## src/rtl/trng_pkg.sv

```systemverilog
// Shared types and constants for the TRNG debias/packing path.
package trng_pkg;

    typedef enum logic [1:0] {
        PAIR_A = 2'd0,
        PAIR_B = 2'd1,
        FULL   = 2'd2
    } state_t;

    // Raw pair {first, second} patterns that yield a debiased bit.
    localparam logic [1:0] VN_01 = 2'b01;
    localparam logic [1:0] VN_10 = 2'b10;

    localparam int DEF_WIDTH     = 8;
    localparam int DEF_RCT_LIMIT = 32;

endpackage

```

## src/rtl/rct_monitor.sv

```systemverilog
// Repetition-count health test: counts consecutive identical raw bits and
// raises a sticky failure once the run reaches LIMIT.
module rct_monitor #(
    parameter int LIMIT = 32
) (
    input  logic clk,
    input  logic rst,
    input  logic sample_valid,
    input  logic raw_bit,
    output logic health_fail
);

    localparam int RUN_W = $clog2(LIMIT + 1);

    logic [RUN_W-1:0] run_q, run_d;
    logic             prev_q, prev_d;
    logic             fail_q, fail_d;

    always_comb begin
        run_d  = run_q;
        prev_d = prev_q;
        if (sample_valid) begin
            prev_d = raw_bit;
            // A zero count means no sample seen yet, so the first one starts a run.
            if (run_q != '0 && raw_bit == prev_q) begin
                run_d = (run_q == RUN_W'(LIMIT)) ? run_q : run_q + 1'b1;
            end else begin
                run_d = RUN_W'(1);
            end
        end
        fail_d = fail_q | (run_d == RUN_W'(LIMIT));
    end

    always_ff @(posedge clk or posedge rst) begin
        if (rst) begin
            run_q  <= '0;
            prev_q <= 1'b0;
            fail_q <= 1'b0;
        end else begin
            run_q  <= run_d;
            prev_q <= prev_d;
            fail_q <= fail_d;
        end
    end

    assign health_fail = fail_q;

endmodule

```

## src/rtl/vn_debias_packer.sv

```systemverilog
// Von Neumann debiaser and word packer feeding the TRNG data register.
// Optional repetition-count health test enabled by TRNG_HEALTH_EN.
module vn_debias_packer
    import trng_pkg::*;
#(
    parameter int WIDTH      = DEF_WIDTH,
    parameter int DROP_CNT_W = 8,
    parameter int RCT_LIMIT  = DEF_RCT_LIMIT
) (
    input  logic                  clk,
    input  logic                  rst,
    input  logic                  sample_valid,
    input  logic                  raw_bit,
    input  logic                  out_ready,
    output logic                  out_valid,
    output logic [WIDTH-1:0]      out_data,
    output logic [DROP_CNT_W-1:0] drop_cnt,
    output logic                  health_fail,
    output state_t                dbg_state
);

    localparam int CNT_W = $clog2(WIDTH);

    state_t                state_q, state_d;
    logic [WIDTH-1:0]      data_q, data_d;
    logic [CNT_W-1:0]      cnt_q, cnt_d;
    logic                  first_q, first_d;
    logic                  valid_q, valid_d;
    logic [DROP_CNT_W-1:0] drop_q, drop_d;
    logic                  health_fail_w;
    logic [1:0]            pair;
    logic                  accept;

`ifdef TRNG_HEALTH_EN
    rct_monitor #(.LIMIT(RCT_LIMIT)) u_rct (
        .clk          (clk),
        .rst          (rst),
        .sample_valid (sample_valid),
        .raw_bit      (raw_bit),
        .health_fail  (health_fail_w)
    );
`else
    logic unused_rct;
    assign unused_rct    = RCT_LIMIT[0];
    assign health_fail_w = 1'b0;
`endif

    assign pair   = {first_q, raw_bit};
    // A failed health test blocks acceptance so no further word can complete.
    assign accept = ((pair == VN_01) || (pair == VN_10)) && !health_fail_w;

    always_comb begin
        state_d = state_q;
        data_d  = data_q;
        cnt_d   = cnt_q;
        first_d = first_q;
        valid_d = valid_q;
        drop_d  = drop_q;
        case (state_q)
            PAIR_A: begin
                if (sample_valid) begin
                    first_d = raw_bit;
                    state_d = PAIR_B;
                end
            end
            PAIR_B: begin
                if (sample_valid) begin
                    state_d = PAIR_A;
                    if (accept) begin
                        data_d = {data_q[WIDTH-2:0], first_q};
                        if (cnt_q == CNT_W'(WIDTH - 1)) begin
                            cnt_d   = '0;
                            state_d = FULL;
                            valid_d = 1'b1;
                        end else begin
                            cnt_d = cnt_q + 1'b1;
                        end
                    end
                end
            end
            FULL: begin
                if (sample_valid && drop_q != '1) begin
                    drop_d = drop_q + 1'b1;
                end
                if (out_valid && out_ready) begin
                    state_d = PAIR_A;
                    valid_d = 1'b0;
                end
            end
            default: state_d = PAIR_A;
        endcase
    end

    always_ff @(posedge clk or posedge rst) begin
        if (rst) begin
            state_q <= PAIR_A;
            data_q  <= '0;
            cnt_q   <= '0;
            first_q <= 1'b0;
            valid_q <= 1'b0;
            drop_q  <= '0;
        end else begin
            state_q <= state_d;
            data_q  <= data_d;
            cnt_q   <= cnt_d;
            first_q <= first_d;
            valid_q <= valid_d;
            drop_q  <= drop_d;
        end
    end

    assign out_valid   = valid_q & ~health_fail_w;
    assign out_data    = data_q;
    assign drop_cnt    = drop_q;
    assign health_fail = health_fail_w;
    assign dbg_state   = state_q;

endmodule

```

## config.mk

```make
export PLATFORM = sky130hd
export DESIGN_NAME = vn_debias_packer
export DESIGN_NICKNAME = d
export VERILOG_FILES = /design/src/rtl/trng_pkg.sv /design/src/rtl/rct_monitor.sv /design/src/rtl/vn_debias_packer.sv
export SDC_FILE = /design/constraint.sdc
export NUM_CORES = 1
export LEC_CHECK = 0
export ABC_CLOCK_PERIOD_IN_PS = 1620
export BUFFER_PORTS_ARGS = -buffer_cell sky130_fd_sc_hd__buf_2
export CORE_UTILIZATION = 51
export DETAILED_ROUTE_END_ITERATION = 8
export GPL_TIMING_DRIVEN = 0
export PLACE_DENSITY_LB_ADDON = 0.08
export REMOVE_ABC_BUFFERS = 1
export SYNTH_ARGS = -nofsm -noshare
export SYNTH_HDL_FRONTEND = slang
export SYNTH_HIERARCHICAL = 1
export SYNTH_SLANG_ARGS = --single-unit
```

## constraint.sdc

```tcl
create_clock -name clk -period 1.62 [get_ports clk]
set_input_delay 0.324 -clock clk [delete_from_list [all_inputs] [get_ports clk]]
set_output_delay 0.324 -clock clk [all_outputs]
set_load 0.02 [all_outputs]
```

======== After elaboration in Yosys (flattened, before gate mapping) ========
Cells that the tools add are included.
word-level totals
  logic and storage cells ................. 41
  output and inout bits ................... 20
  bits in registers ....................... 23
  input bits .............................. 5
cells by class
  equality and inequality tests ........... 11
  reduce and logical (&&, ||, !) cells .... 10
  $add $sub $neg .......................... 2
  multiplexer cells ....................... 12
operator list
  kind                 number
  $mux 2               5
  $ne 2x2->1 const B   5
  $add 8x1->8 const B  1
  $ne 8x8->1 const B   1
  $pmux 2 s3           1
  $reduce_and 3->1     2
  $reduce_and 5->1     1
  $eq 2x1->1 const B   2
  $eq 2x2->1 const B   2
  $mux 1               4
  $reduce_and 2->1     2
  $add 3x1->3 const B  1
  $eq 3x3->1 const B   1
  $mux 3               1
  $logic_and 1x1->1    2
  $logic_not 2->1      1
  $pmux 1 s2           1
  $reduce_bool 2->1    1
  $logic_or 1x1->1     1

======== Depth between registers and ports, before layout ========
  depth after elaboration ................. 5
  mapped depth ............................ 6
  depth with buffers taken out ............ 5

======== Worst setup path after synthesis ========
OpenSTA, ideal clock, no wires.
  kind .................................... reg-to-reg
  from .................................... register drop_q[0] (netlist: drop_cnt[0])
  to ...................................... register drop_q[1] (netlist: drop_cnt[1])
  path slack .............................. 0.006 ns
  arrival ................................. 1.490 ns
  period minus slack after synthesis ...... 1.614 ns
  path buffers ............................ 0
  required time ........................... 1.495 ns
  library setup time ...................... 0.125 ns
  cell stages (with the launch flop) ...... 6
  cell sequence ........................... dfrtp_1 > ha_1 > nand2_1 > nor3_1 > or2_2 > mux2_2
on the way
  longest elaborated chain between the ends .. 3
  elaborated cells on any way between the ends .. 4
  classes of those cells .................. add/sub: 1; eq/ne: 1; reduce/logical: 2
RTL lines
  element                                                              RTL line                 source
  start, declared                                                      vn_debias_packer.sv:29   logic [DROP_CNT_W-1:0] drop_q, drop_d;
  start signal, assigned                                               vn_debias_packer.sv:108  drop_q <= drop_d;
  parallel branches: the longest is 3 deep, another holds $add 8x1->8  -
Several ways; the timed one is not identified.
A chain may end at the register's enable or synchronous reset.

======== Worst setup path in the final report ========
Ends and elaborated chain as after synthesis.

==> qor.yml <==
viasPerCell: 5.136
num_io_pins: 25
setup_violations: 0
yosysTopAreaCell: "dfrtp_1"
num_rows: 16
p_total_mw: 1.903
numCtsBuffers: 3
grt_max_degree: 24
clock_sinks: 23
drc: 0
synthToLayoutAreaGrowth_pct: 13.58
path_depth: 5
insertion_delay_ps: 300
synth_top_area_frac: 0.5386
grt_pass1_wl_microns: 2497
status: "finished clean"
whs_ps: 166.8
die_height_microns: 47.77
path_cells: "ha_1 > nand2_1 > nor3_2 > or2_2 > mux2_2"
synth_edf_count: 0
fin_crit_sh: 0.9577
r2r-end: "drop_cnt[1]$_DFFE_PP0P_"
dr.pass1.iters: 4
hold_violations: 0
r2r-start: "drop_cnt[0]$_DFFE_PP0P_"
worst-path-buf-inv: 0
ys_types: 25
tritoncts: "done"
finalNetCount: 114
gp_congestion: 0.6326
power_density_mw_per_mm2: 1568
rsz0062_at_grt: "true"
design.core.area_sq_mm: 0.001962
setup_slack_ps: 68.61
post-synth-top-count-cell: "dfrtp_1"
grt_pass1_vias: 578
clk_path_buf_depth: 2
start_kind: "flip-flop"
maxCapViolations: 0
startpoint: "drop_cnt[0]$_DFFE_PP0P_"
hp-class: "in -> async"
placed_area_sq_mm: 0.001179
fp.dieArea_sq_mm: 0.002282
ys_seq_area_frac: 0.5386
antenna_found_initial: 0
avgRoutedWirePerCell_microns: 12.37
synth_warnings: 6
hpwlAfterDp_microns: 1150
io_buffers: 23
crit_path_max_incr_delay_ps: 420
clk_pin_slew_worst_paths_ps: 120
cp_max_fo: 4
regToRegSetupSlack_ps: 70
finalMaxSlewViolations: 0
htree_levels: 1
syn_inst: 81
path_class: "reg -> reg"
critPathCaptureType: "flip-flop"
syn_area_per_cell_sq_um: 13.19
cts-root-buf: "clkbuf_4"
worst_r2r_path_depth: 5
cp-endpoint: "drop_cnt[1]$_DFFE_PP0P_"
cp_slowest_cell: "dfrtp_1"
final_util: 0.6186
synth.cell_area_sq_mm: 0.001069
antenna_cells: 0
min_period_ps: 1551
tightest_slew_ps: 836.3
yosys-top-cells-count: "23 x dfrtp_1, 8 x mux2_4, 7 x mux2_2, 6 x nand2_1, 5 x nor2_1"
async_reset_ff_frac: 1.000
design_area_sq_mm: 0.001214
dieWidth_microns: 47.77
drt-total-wl_microns: 1633
skew_ps: 8.180
critPathTopFamily: "simple AND/OR/NAND/NOR gates"
arrival_ps: 1760
synth-seq-cells: 23
peakVddDrop_mv: 1.109
leakage_nw: 0.6163
grt-ovfl-total: 0
grt_util_all_layers: 0.1588
fmax_mhz: 644.6
vias: 678
drt-initial-drc-count: 9
place_ws_ps: -150.9
initial_core_util: 0.5446
drive_gt1_frac: 0.4381
postRouteAntennaNets: 0
cp_data_required_time_ps: 1820
slew-limit-headroom: 0.4419
synth_area_leaders: "dfrtp_1 54%, mux2_4 11%, mux2_2 7.4%, ha_1 3.5%, xnor2_1 2.5%"
cts_setup_buffers: 0
yosys_most_used_dff: "dfrtp_1"
cells in the final DEF (no fill, tap or decap), types with 2 or more instances in the layout:
| master | count |
|---|---|
| dfrtp_1 | 23 |
| buf_2 | 23 |
| mux2_4 | 8 |
| mux2_2 | 7 |
| nand2_1 | 6 |
| nor2_1 | 5 |
| xor2_1 | 3 |
| xnor2_1 | 3 |
| ha_1 | 3 |
| clkbuf_4 | 3 |
| inv_1 | 2 |
| nand4_1 | 2 |
| or2_2 | 2 |
| a31oi_1 | 2 |
| a21oi_1 | 2 |
sequential cells by signal, summed over array words and instances, names as in the netlist:
name / count
cnt_q: 3
out_data: 8
dbg_state: 2
out_valid: 1
drop_cnt: 8
first_q: 1
metrics by stage:
step / TNS, ps / std cells
2_1_floorplan: -30.62 / 78
3_3_place_gp: -1234 / 128
3_5_place_dp: -1232 / 128
4_1_cts: 0 / 132
5_1_grt: -20.50 / 132
6_report: 0 / 132
worst reg2reg max path, stage by stage, from the launching register on:
cell and delay, ps:
dfrtp_1 420, ha_1 190, nand2_1 100, nor3_2 240
or2_2 180, mux2_2 320
area by class of cell:
type                            count  area, sq um
Fill cell                         176        748.2
Sequential cell                    23        575.6
Multi-Input combinational cell     53        455.4
Timing Repair Buffer               23        115.1
Tap cell                           27        33.78
Clock buffer                        4        26.28
Inverter                            2        7.507
what timing repair did:
item,4_1_cts,5_1_grt
pin swaps,0,0
setup endpoints to repair,12,5
hold buffers,0,0
gates resized for setup,1,2
worst min-delay path by stage:
stage,from,end,slack (ps),cells after the start
floorplan,rst,cnt_q[0]$_DFFE_PP0P_,330,1
global placement,out_data[7]$_DFFE_PP0P_,out_data[7]$_DFFE_PP0P_,490,1
detailed placement,out_data[7]$_DFFE_PP0P_,out_data[7]$_DFFE_PP0P_,490,1
CTS,out_ready,out_valid$_DFFE_PP0P_,180,2
global route,out_ready,out_valid$_DFFE_PP0P_,170,2
finish,rst,cnt_q[2]$_DFFE_PP0P_,170,2
layer usage:
layer | up-vias | track usage | part of all wire
met5 | - | 0 | 0
met4 | 0 | 0.03333 | 0.0055
met3 | 2 | 0.05660 | 0.048
met2 | 21 | 0.2432 | 0.46
met1 | 327 | 0.2182 | 0.49
li1 | 328 | - | -
report_power, final:
part | leakage (nW) | switching, mW | internal, mW
clock | 0.0150 | 0.158 | 0.0959
sequential | 0.298 | 0.147 | 0.755
combinational | 0.304 | 0.357 | 0.390
total | 0.616 | 0.662 | 1.24
cells by family after synthesis:
| kind of cell | count (synthesis) | synth area share |
|---|---|---|
| AO/OA/AOI/OAI | 5 | 0.03044 |
| flip-flops | 23 | 0.5386 |
| buffers and inverters | 5 | 0.04333 |
| XOR/XNOR | 6 | 0.04919 |
| adder cells (fa/ha/maj) | 3 | 0.03513 |
| AND/OR/NAND/NOR | 23 | 0.1136 |
| multiplexers | 15 | 0.1862 |
| other | 1 | 0.003510 |
No activity file was read; power rests on OpenSTA's default activity.
